==> config.mk <==
export PLATFORM = sky130hd
export DESIGN_NAME = sqrt_arbiter
export DESIGN_NICKNAME = d
export VERILOG_FILES = /design/src/rtl/sqrt_arb_pkg.sv /design/src/rtl/sqrt_arbiter_rr_arb2.sv /design/src/rtl/sqrt_arbiter.sv
export SDC_FILE = /design/constraint.sdc
export NUM_CORES = 1
export LEC_CHECK = 0
export BUFFER_PORTS_ARGS = -buffer_cell sky130_fd_sc_hd__buf_2
export CAP_MARGIN = 20
export CORE_MARGIN = 2
export CORE_UTILIZATION = 43
export DETAILED_ROUTE_END_ITERATION = 12
export PLACE_DENSITY_LB_ADDON = 0.15
export SETUP_SLACK_MARGIN = 0.3
export SLEW_MARGIN = 40
export SYNTH_ARGS = -nofsm -noshare
export SYNTH_HDL_FRONTEND = slang
export SYNTH_SLANG_ARGS = --single-unit
==> constraint.sdc <==
create_clock -name clk -period 2.3 [get_ports clk]
set_input_delay 0 -clock clk [delete_from_list [all_inputs] [get_ports clk]]
set_output_delay 0 -clock clk [all_outputs]
set_load 0.03 [all_outputs]
==> src/rtl/sqrt_arb_pkg.sv <==
// Shared definitions for the two-requester arbiter in front of the shared sqrt pipeline.
package sqrt_arb_pkg;

  localparam int SQRT_LAT_DEF = 5;

  localparam logic ID_REQ0 = 1'b0;
  localparam logic ID_REQ1 = 1'b1;

  // One slot of the ownership pipe that runs alongside the sqrt datapath.
  typedef struct packed {
    logic v;
    logic id;
  } tag_t;

  localparam int TAG_W = $bits(tag_t);

endpackage

==> src/rtl/sqrt_arbiter_rr_arb2.sv <==
// Two-way round-robin arbiter; last_grant moves only when a grant is issued.
module rr_arb2
  import sqrt_arb_pkg::*;
(
  input  logic clk,
  input  logic rst,
  input  logic elig0,
  input  logic elig1,
  output logic gnt_valid,
  output logic gnt_id
);

  logic last_grant;

  // Eligibility already includes valid, so any grant is a transfer.
  always_comb begin
    gnt_valid = elig0 | elig1;
    gnt_id    = ID_REQ0;
    if (elig0 && elig1) begin
      gnt_id = ~last_grant;
    end else if (elig1) begin
      gnt_id = ID_REQ1;
    end
  end

  always_ff @(posedge clk) begin
    if (rst) begin
      last_grant <= ID_REQ1;
    end else if (gnt_valid) begin
      last_grant <= gnt_id;
    end
  end

endmodule

==> src/rtl/sqrt_arbiter.sv <==
// Arbitrates two requesters onto one valid-less sqrt pipeline and routes each result back to its owner.
// Handshake: a request transfers in the cycle where reqi_valid && reqi_ready; responses cannot be stalled.
module sqrt_arbiter
  import sqrt_arb_pkg::*;
#(
  parameter int DATA_WIDTH = 8,
  parameter int SQRT_LAT   = SQRT_LAT_DEF,
  parameter int MAX_OUT    = 4
) (
  input  logic                  clk,
  input  logic                  rst,
  input  logic                  req0_valid,
  input  logic [DATA_WIDTH-1:0] req0_gx,
  input  logic [DATA_WIDTH-1:0] req0_gy,
  output logic                  req0_ready,
  output logic                  rsp0_valid,
  output logic [DATA_WIDTH-1:0] rsp0_mag,
  input  logic                  req1_valid,
  input  logic [DATA_WIDTH-1:0] req1_gx,
  input  logic [DATA_WIDTH-1:0] req1_gy,
  output logic                  req1_ready,
  output logic                  rsp1_valid,
  output logic [DATA_WIDTH-1:0] rsp1_mag,
  output logic [DATA_WIDTH-1:0] sq_in1,
  output logic [DATA_WIDTH-1:0] sq_in2,
  input  logic [DATA_WIDTH-1:0] sq_out
);

  localparam int CW = $clog2(MAX_OUT + 1);

  logic [CW-1:0]    cnt0, cnt1;
  logic             elig0, elig1;
  logic             gnt_valid, gnt_id;
  logic             xfer0, xfer1, ret0, ret1;
  logic [TAG_W-1:0] tag_q [SQRT_LAT];
  tag_t             retire;

  assign elig0 = req0_valid && (cnt0 < CW'(MAX_OUT));
  assign elig1 = req1_valid && (cnt1 < CW'(MAX_OUT));

  rr_arb2 u_arb (
    .clk       (clk),
    .rst       (rst),
    .elig0     (elig0),
    .elig1     (elig1),
    .gnt_valid (gnt_valid),
    .gnt_id    (gnt_id)
  );

  assign req0_ready = gnt_valid && (gnt_id == ID_REQ0);
  assign req1_ready = gnt_valid && (gnt_id == ID_REQ1);
  assign xfer0      = req0_valid && req0_ready;
  assign xfer1      = req1_valid && req1_ready;

  // Bubbles feed zeros so the sqrt never sees stale operands.
  always_comb begin
    sq_in1 = '0;
    sq_in2 = '0;
    if (xfer0) begin
      sq_in1 = req0_gx;
      sq_in2 = req0_gy;
    end else if (xfer1) begin
      sq_in1 = req1_gx;
      sq_in2 = req1_gy;
    end
  end

  assign retire = tag_t'(tag_q[SQRT_LAT-1]);
  assign ret0   = retire.v && (retire.id == ID_REQ0);
  assign ret1   = retire.v && (retire.id == ID_REQ1);

  always_ff @(posedge clk) begin
    if (rst) begin
      for (int i = 0; i < SQRT_LAT; i++) begin
        tag_q[i] <= '0;
      end
    end else begin
      tag_q[0] <= {gnt_valid, gnt_valid ? gnt_id : ID_REQ0};
      for (int i = 1; i < SQRT_LAT; i++) begin
        tag_q[i] <= tag_q[i-1];
      end
    end
  end

  // A transfer and a retire in the same cycle cancel out.
  always_ff @(posedge clk) begin
    if (rst) begin
      cnt0 <= '0;
      cnt1 <= '0;
    end else begin
      case ({xfer0, ret0})
        2'b10:   cnt0 <= cnt0 + CW'(1);
        2'b01:   cnt0 <= cnt0 - CW'(1);
        default: cnt0 <= cnt0;
      endcase
      case ({xfer1, ret1})
        2'b10:   cnt1 <= cnt1 + CW'(1);
        2'b01:   cnt1 <= cnt1 - CW'(1);
        default: cnt1 <= cnt1;
      endcase
    end
  end

  always_ff @(posedge clk) begin
    if (rst) begin
      rsp0_valid <= 1'b0;
      rsp1_valid <= 1'b0;
      rsp0_mag   <= '0;
      rsp1_mag   <= '0;
    end else begin
      rsp0_valid <= ret0;
      rsp1_valid <= ret1;
      if (ret0) rsp0_mag <= sq_out;
      if (ret1) rsp1_mag <= sq_out;
    end
  end

  a_rsp_excl: assert property (@(posedge clk) disable iff (rst) !(rsp0_valid && rsp1_valid));
  a_rdy_excl: assert property (@(posedge clk) disable iff (rst) !(req0_ready && req1_ready));
  a_cnt_max:  assert property (@(posedge clk) disable iff (rst)
                               (cnt0 <= CW'(MAX_OUT)) && (cnt1 <= CW'(MAX_OUT)));

endmodule
Word level (Yosys, flattened, before mapping) --
Memory sizes are Yosys's and may differ from the RTL's. Cells that the tools add are included.
Cells by class: add/subtract/negate cells 4, order comparisons 2, eq/ne operators 4, muxes and demuxes 17, bitwise operators 9, reductions and logical operators 11
Operators with widths (count):
- 8-bit two-way mux | 4
- 3-bit one-hot mux with 2 select lines | 2
- 2-bit two-way mux | 5
- 1-bit logical AND | 9
- 3-bit by 1-bit adder with 3-bit output (second input constant) | 2
- 3-bit < comparator (second input constant) | 2
- 1-bit two-way mux | 6
- 1-bit bitwise OR | 6
- 3-bit by 1-bit subtractor with 3-bit output (second input constant) | 2
- 2-bit by 1-bit equality test with 1-bit output (second input constant) | 2
- 2-bit equality test (second input constant) | 2
- 2-bit nonzero test | 2
- 1-bit inverter | 3
Word-level totals: bits in registers 25, RAM bits 10, input port bits 44, output and inout bits 36, logic and storage cells 55, memories kept 1
Memory list:
- tag_q | words 5, bits a word 2, read ports 5, clocked after memory_dff 0, wr ports 5, RTL line sqrt_arbiter.sv:35 | logic [TAG_W-1:0] tag_q [SQRT_LAT];

Logic depth before layout (Yosys ltp) --
Gate-level depths: netlist of the first run.
depth after elaboration 9, gate-level depth with buffers 11

Modules after synthesis --
From an unflattened synthesis of the first run, not the netlist that was laid out.
Unflattened totals: cells, all modules 178, area total of the unflattened synthesis 1581.5 um^2
Modules (own cells, without submodules):
- sqrt_arbiter | instances 1, cells each 172, area an instance 1531.5 um^2
- rr_arb2 | instances 1, cells each 6, area an instance 50.0 um^2

Worst setup path before layout of the first run --
Ideal clock, no wire load.
path type register -> register, from register cnt0[2], to register cnt1[2], setup time 70 ps, arrival time 2134 ps, required time 2230 ps, slack 95 ps, cell stages (with the launch flop) 11, buffers on the path 2, clock period less this slack 2205 ps, cell sequence dfxtp_1 -> nand3b_1 -> nor2b_4 -> buf_6 -> buf_6 -> inv_1 -> ha_1 -> fa_1 -> xnor2_1 -> or3_2 -> a21oi_1
Between the ends: word-level cells in the longest chain between the ends 8, elaborated cells between the ends (all ways) 11
RTL lines:
- from (decl) | RTL line sqrt_arbiter.sv:31 | logic [CW-1:0] cnt0, cnt1;
- from (signal assigned) | RTL line sqrt_arbiter.sv:92 | 2'b10: cnt0 <= cnt0 + CW'(1);
- from (signal assigned) | RTL line sqrt_arbiter.sv:93 | 2'b01: cnt0 <= cnt0 - CW'(1);
- from (signal assigned) | RTL line sqrt_arbiter.sv:94 | default: cnt0 <= cnt0;
- 3-bit < comparator * | RTL line sqrt_arbiter.sv:38 | assign elig0 = req0_valid && (cnt0 < CW'(MAX_OUT));
- 1-bit logical AND * | RTL line sqrt_arbiter.sv:38
- 1-bit logical AND | RTL line sqrt_arbiter_rr_arb2.sv:19 | if (elig0 && elig1) begin
- 1-bit two-way mux | RTL line sqrt_arbiter_rr_arb2.sv:19
- 1-bit logical AND * | RTL line sqrt_arbiter.sv:51 | assign req1_ready = gnt_valid && (gnt_id == ID_REQ1);
- net req1_ready | RTL line sqrt_arbiter.sv:21 | output logic req1_ready,
- 1-bit logical AND * | RTL line sqrt_arbiter.sv:53 | assign xfer1 = req1_valid && req1_ready;
- 2-bit by 1-bit equality test with 1-bit output or 2-bit equality test (tied branches) | RTL line sqrt_arbiter.sv:96 | case ({xfer1, ret1})
- 3-bit one-hot mux with 2 select lines or 2-bit nonzero test (tied branches)
- to (signal assigned) | RTL line sqrt_arbiter.sv:97 | 2'b10: cnt1 <= cnt1 + CW'(1);
- to (signal assigned) | RTL line sqrt_arbiter.sv:98 | 2'b01: cnt1 <= cnt1 - CW'(1);
- to (signal assigned) | RTL line sqrt_arbiter.sv:99 | default: cnt1 <= cnt1;
- to (decl) | RTL line sqrt_arbiter.sv:31
The timed path passes the listed nets; every way through them passes the cells marked *. A chain may end at the register's enable or synchronous reset.

Final worst setup path of the first run --
from register cnt1[2], to register cnt1[2]
Between the ends: word-level cells in the longest chain between the ends 8, elaborated cells between the ends (all ways) 14
RTL lines:
- 3-bit < comparator | RTL line sqrt_arbiter.sv:39 | assign elig1 = req1_valid && (cnt1 < CW'(MAX_OUT));
- 1-bit logical AND | RTL line sqrt_arbiter.sv:39
- 1-bit two-way mux or 1-bit logical AND (tied branches) | RTL line sqrt_arbiter_rr_arb2.sv:21, sqrt_arbiter_rr_arb2.sv:19
- 1-bit two-way mux | RTL line sqrt_arbiter_rr_arb2.sv:19
- 1-bit logical AND | RTL line sqrt_arbiter.sv:51
- 1-bit logical AND | RTL line sqrt_arbiter.sv:53
- 2-bit by 1-bit equality test with 1-bit output or 2-bit equality test (tied branches) | RTL line sqrt_arbiter.sv:96
- 3-bit one-hot mux with 2 select lines or 2-bit nonzero test (tied branches)
Parallel ways exist; a longest one is shown, timed or not.

==> results of run 1 <==
## cell usage after synthesis, drive strengths merged
| master | n | share of area (%) |
|---|---|---|
| mux2i | 1 | 0.69 |
| or3 | 2 | 0.95 |
| nand3b | 1 | 0.52 |
| clkbuf | 4 | 1.0 |
| ha | 2 | 1.7 |
| nor2b | 9 | 4.4 |
| buf | 5 | 4.0 |
| o21ba | 1 | 0.69 |
| nand2 | 34 | 8.8 |
| a21oi | 21 | 7.2 |
| nor2 | 8 | 2.1 |
| clkinv | 1 | 0.26 |
| xor2 | 3 | 1.8 |
| fa | 2 | 2.8 |
| xnor2 | 1 | 0.60 |
| inv | 6 | 1.5 |
| a22o | 16 | 10 |
| nand2b | 3 | 1.8 |
| o21ai | 2 | 0.69 |
| dfxtp | 35 | 48 |
## cells by family (layout without fill, tap and decap cells)
| group | after synthesis | after routing | share of synthesized area (%) |
|---|---|---|---|
| multiplexers | 1 | 1 | 0.688 |
| AO/OA/AOI/OAI | 40 | 40 | 18.9 |
| XOR/XNOR | 4 | 4 | 2.41 |
| adder cells (fa/ha/maj) | 4 | 4 | 4.47 |
| flip-flops | 35 | 35 | 48.2 |
| AND/OR/NAND/NOR | 57 | 57 | 18.5 |
| buffers and inverters | 16 | 109 | 6.88 |
## through the flow
stage | cells | power (mW) | hold slack, ps
after floorplan | 157 | 0.823 | 136
after global placement | 277 | 0.889 | 257
after detailed placement | 277 | 0.890 | 263
after CTS | 294 | 1.20 | 12.1
after global routing | 296 | 1.26 | 29.7
final | 296 | 1.19 | 19.4
## layout make-up
class                      count  share of cell area (%)
clock buffer                   7                    2.18
clock inverter                 1                   0.242
inverter                       7                    1.51
multi-input combinational    106                    33.6
sequential                    35                    34.0
tap                           46                    2.79
timing repair buffer          94                    25.7
## timing repair
item	in CTS	in global routing
hold buffers	9	0
gates resized for setup	0	2
setup buffers	0	2
endpoints found under the hold margin	17	0
endpoints found under the setup margin	0	2
## tightest hold or removal path, delay by kind of cell
kind / cells / cell delay (ps)
AO/OA/AOI/OAI: 1 / 80
AND/OR/NAND/NOR: 1 / 100
buffers and inverters: 1 / 100
## worst paths after layout
| check | slack, ps | endpoint |
|---|---|---|
| worst max register to register | 370 | cnt1[2]$_SDFFE_PP0P_ |
| worst max-delay path | 370 | cnt1[2]$_SDFFE_PP0P_ |
| worst min register to register | 440 | tag_q[0][8]$_SDFF_PP0_ |
| worst min-delay path | 20 | tag_q[0][1]$_SDFF_PP0_ |
## state kept, by name (all words and copies together) (netlist names)
signal / flops
u_arb.last_grant: 1
rsp0_valid: 1
tag_q: 10
rsp1_mag: 8
cnt1: 3
rsp0_mag: 8
cnt0: 3
rsp1_valid: 1
## layer usage
metal  global-route usage (%)  routed length [um]  part of all wire (%)  vias to the layer above
met5                        0                   0                     0                        -
met4                     5.00                  37                   1.1                        0
met3                     5.43                 224                   6.9                        4
met2                     28.8                1520                    46                       52
met1                     21.1                1490                    45                      600
li1                         -                   -                     -                      706
## power by group
group / switching, mW / internal (mW)
sequential: 0.00937 / 0.623
combinational: 0.146 / 0.114
clock: 0.181 / 0.119
==> flow_metrics.env, run 1 <==
export IMPL_rr_worst_depth=8
export IMPL_r2r_start="cnt1[2]$_SDFFE_PP0P_"
export IMPL_cts_clk_slew_worst_paths_ps=100
export IMPL_setup_viol=0
export IMPL_cp_start_kind="register"
export IMPL_viasPerCell=4.60
export IMPL_syn_inst=157
export IMPL_ant_nets=0
export IMPL_root_buffer="clkbuf_4"
export IMPL_hold_violations=0
export IMPL_layout_common_cells="buf_2 (79), nand2_1 (34), dfxtp_1 (34), a21oi_1 (20), dlygate4sd3_1 (9)"
export IMPL_clock_latency_ps=320
export IMPL_crit_family="simple AND/OR/NAND/NOR gates"
export IMPL_antenna_cells=0
export IMPL_syn_avg_cell_area_um2=9.27
export IMPL_gp_congestion=0.765
export IMPL_worstPathRequired_ps=2560
export IMPL_path_max_fanout=3
export IMPL_grt_pass1_vias=1228
export IMPL_num_rows=21
export IMPL_drt_total_wl_um=3270
export IMPL_die_w_um=62.2
export IMPL_wl_per_cell_um=11.0
export IMPL_die_y_um=62.2
export IMPL_cts_tree="built"
export IMPL_power_density_nw_per_um2=577
export IMPL_critPathCaptureType="register"
export IMPL_synth_seq_cells=35
export IMPL_min_period_ps=1930
export IMPL_seq_area_um2=702
export IMPL_crit_slowest_cell="or3_2"
export IMPL_cts_made_buffers=5
export IMPL_fill_cells=312
export IMPL_grt_max_degree=36
export IMPL_max_stage_delay_ps=420
export IMPL_syn_num_nets=205
export IMPL_path_class="reg2reg"
export IMPL_core_area_um2=3280
export IMPL_leakage_nw=0.975
export IMPL_cts_htree_levels=2
export IMPL_die_area_um2=3870
export IMPL_tightest_slew_ps=604
export IMPL_place_hpwl_um=2370
export IMPL_overflow=0
export IMPL_status="finished clean"
export IMPL_finalWorstSetupSlack_ps=374
export IMPL_max_clock_path_buffers=2
export IMPL_multi_input_area_um2=694
export IMPL_grt_first_pass_wirelength_um=5390
export IMPL_skew_ps=8.36
export IMPL_fin_util_pct=62.9
export IMPL_maxSlewHeadroom_pct=59.7
export IMPL_tns_ps=0
export IMPL_fmax_ghz=0.519
export IMPL_drive_gt1_share_pct=45.2
export IMPL_cp_cell_sequence="nand2b_4 > nor2b_4 > inv_4 > ha_4 > fa_2 > xnor2_1 > or3_2 > a21oi_2"
export IMPL_grt_total_usage_pct=17.1
export IMPL_nNetsFinal=297
export IMPL_drtIter0Drc=71
export IMPL_place_worst_setup_slack_ps=342
export IMPL_min_delay_path_depth=3
export IMPL_numPortBuffers=79
export IMPL_min_period_over_period_pct=83.8
export IMPL_rsz0062_at_grt="false"
export IMPL_ys_seq_area_share_pct=48.2
export IMPL_cp_startpoint="cnt1[2]$_SDFFE_PP0P_"
export IMPL_drc_errors=0
export IMPL_area_growth_syn_to_layout_pct=42.0
export IMPL_antenna_found_initial=0
export IMPL_maxCapViolations=0
export IMPL_layout_commonest_cell="buf_2"
export IMPL_vias=1362
export IMPL_drv_slew=0
export IMPL_hp_start="req0_valid"
export IMPL_path_buf_inv=1
export IMPL_min_path_type="in2reg"
export IMPL_syn_area_um2=1460
export IMPL_yosys_warnings=0
export IMPL_design_area_um2=2070
export IMPL_irDropWorstVdd_uv=376
export IMPL_crit_cells=8
export IMPL_placed_cell_area_um2=1910
export IMPL_cts_sinks=35
export IMPL_yosysUniqueCellTypes=27
export IMPL_initial_utilization_pct=44.3
export IMPL_worstPathArrival_ps=2180
export IMPL_dr_pass1_iters=4
export IMPL_io_pins=80
Power figures use the tool's default switching activity.
==> run 2, diff against run 1 <==
==> constraint.sdc (replaced) <==
create_clock -name clk -period 1.94 [get_ports clk]
set_input_delay 0 -clock clk [delete_from_list [all_inputs] [get_ports clk]]
set_output_delay 0 -clock clk [all_outputs]
set_load 0.03 [all_outputs]
==> run 2 against run 1 <==
Net effect: highest routed layer unchanged; clock skew is 5.3 ps lower; setup slack worse by 350 ps; sequential share of layout area is 3.9 points lower; hold slack better by 4.1 ps.
==> flow_metrics.env, run 2 (synthesized netlist as in run 1, its figures left out) <==
export IMPL_status="finished clean"
export IMPL_die_y_um=62.2
export IMPL_min_period_over_period_pct=98.8
export IMPL_gp_congestion=0.765
export IMPL_cts_sinks=35
export IMPL_viasPerCell=4.77
export IMPL_drtIter0Drc=28
export IMPL_maxSlewHeadroom_pct=57.0
export IMPL_grt_first_pass_wirelength_um=5820
export IMPL_place_worst_setup_slack_ps=20.7
export IMPL_max_clock_path_buffers=2
export IMPL_dr_pass1_iters=4
export IMPL_initial_utilization_pct=44.3
export IMPL_die_w_um=62.2
export IMPL_cp_start_kind="register"
export IMPL_finalWorstSetupSlack_ps=23.5
export IMPL_rr_worst_depth=9
export IMPL_tightest_slew_ps=646
export IMPL_hold_violations=0
export IMPL_hp_start="req0_valid"
export IMPL_worstPathArrival_ps=2170
export IMPL_maxCapViolations=0
export IMPL_timing_rr_end="cnt0[2]$_SDFFE_PP0P_"
export IMPL_grt_max_degree=36
export IMPL_root_buffer="clkbuf_4"
export IMPL_overflow=0
export IMPL_vias=1445
export IMPL_seq_area_um2=703
export IMPL_r2r_start="cnt1[2]$_SDFFE_PP0P_"
export IMPL_worstPathRequired_ps=2190
export IMPL_regToRegSetupSlack_ps=20
export IMPL_grt_total_usage_pct=18.4
export IMPL_cp_cell_sequence="nand2b_4 > o21ba_4 > inv_4 > ha_4 > inv_2 > fa_2 > xor2_1 > or3_1 > a21oi_2"
export IMPL_fill_cells=273
export IMPL_critPathCaptureType="register"
export IMPL_cts_made_buffers=5
export IMPL_core_area_um2=3280
export IMPL_setup_viol=0
export IMPL_area_growth_syn_to_layout_pct=60.6
export IMPL_path_max_fanout=3
export IMPL_path_buf_inv=2
export IMPL_power_density_nw_per_um2=660
export IMPL_design_area_um2=2340
export IMPL_cts_htree_levels=2
export IMPL_nNetsFinal=305
export IMPL_clock_latency_ps=320
export IMPL_wl_per_cell_um=13.0
export IMPL_hold_path_end="u_arb.last_grant$_SDFFE_PP1P_"
export IMPL_numPortBuffers=79
export IMPL_place_hpwl_um=2380
export IMPL_min_period_ps=1920
export IMPL_reg_top3="tag_q (10), rsp0_mag (8), rsp1_mag (8)"
export IMPL_drv_slew=0
export IMPL_top_register="tag_q"
export IMPL_grt_pass1_vias=1331
export IMPL_layout_common_cells="buf_2 (63), nand2_1 (34), dfxtp_1 (33), a21oi_1 (18), buf_6 (16)"
export IMPL_ant_nets=0
export IMPL_fmax_ghz=0.522
export IMPL_io_pins=80
export IMPL_num_rows=21
export IMPL_antenna_cells=0
export IMPL_cts_tree="built"
export IMPL_fin_util_pct=71.2
export IMPL_path_class="reg2reg"
export IMPL_die_area_um2=3870
export IMPL_placed_cell_area_um2=1920
export IMPL_leakage_nw=1.09
export IMPL_crit_slowest_cell="fa_2"
export IMPL_skew_ps=3.01
export IMPL_rsz0062_at_grt="true"
export IMPL_layout_commonest_cell="buf_2"
export IMPL_min_delay_path_depth=4
export IMPL_antenna_found_initial=0
export IMPL_drt_total_wl_um=3930
export IMPL_drive_gt1_share_pct=49.8
export IMPL_crit_family="simple AND/OR/NAND/NOR gates"
export IMPL_drc_errors=0
export IMPL_multi_input_area_um2=783
export IMPL_cts_clk_slew_worst_paths_ps=100
export IMPL_irDropWorstVdd_uv=466
export IMPL_largest_reg_flops=10
export IMPL_min_path_type="in2reg"
export IMPL_max_stage_delay_ps=340
==> run 2: cell count changes in the layout (fill, tap and decap cells not counted), sizes merged <==
cell,delta
buf,+8
clkbuf,-1
==> run 2: per-stage QoR <==
step                      total power, mW  hold WS (ps)  std cells  setup TNS (ps)
after floorplan                     0.979           136        157            -208
final                                1.54          23.5        303               0
after global routing                 1.62          43.9        303            -104
after CTS                            1.47          33.2        300               0
after detailed placement             1.06           260        279               0
after global placement               1.06           255        279               0
==> run 2: worst reg2reg max path: stages, from the launching register on <==
cell and delay, ps:
dfxtp_2 330, nand2b_4 160, o21ba_4 210, inv_4 50
ha_4 120, inv_2 30, fa_2 340, xor2_1 160
or3_1 330, a21oi_2 120
==> run 2: repair_timing <==
| action | in CTS | in global routing |
|---|---|---|
| endpoints found under the hold margin | 17 | 0 |
| hold buffers | 9 | 0 |
| endpoints found under the setup margin | 19 | 20 |
| pin swaps | 4 | 6 |
| gates resized for setup | 6 | 62 |
| buffers inserted | 5 | 3 |
==> run 2: area by class of cell <==
cell class,instances,area share (%)
Clock buffer,6,2.19
Clock inverter,1,0.214
Inverter,7,1.45
Multi-Input combinational cell,106,33.5
Sequential cell,35,30.1
Tap cell,46,2.46
Timing Repair Buffer,102,30.1
==> run 2: layer usage <==
layer  up-vias  routed length (um)  GRT usage [%]
li1        723                   -              -
met1       691                1590           23.2
met2        27                2190           30.4
met3         4                 125           6.88
met4         0                  27           3.33
met5         -                   0              0
==> run 2: where the power goes <==
group | switching (mW) | internal, mW
sequential | 0.0115 | 0.738
clock | 0.222 | 0.168
combinational | 0.203 | 0.199
==> run 2: worst max-delay path by stage <==
stage                    startpoint                    to  slack (ps)  cells past startpoint
6_report       cnt1[2]$_SDFFE_PP0P_  cnt0[2]$_SDFFE_PP0P_          20                      9
5_1_grt        cnt1[2]$_SDFFE_PP0P_  cnt0[2]$_SDFFE_PP0P_         -60                      9
4_1_cts        cnt0[2]$_SDFFE_PP0P_  cnt1[2]$_SDFFE_PP0P_          40                      8
3_5_place_dp   cnt0[2]$_SDFFE_PP0P_  cnt1[2]$_SDFFE_PP0P_          20                      8
3_3_place_gp   cnt0[2]$_SDFFE_PP0P_  cnt1[2]$_SDFFE_PP0P_          60                      8
2_1_floorplan  cnt1[2]$_SDFFE_PP0P_  cnt0[2]$_SDFFE_PP0P_        -120                     11
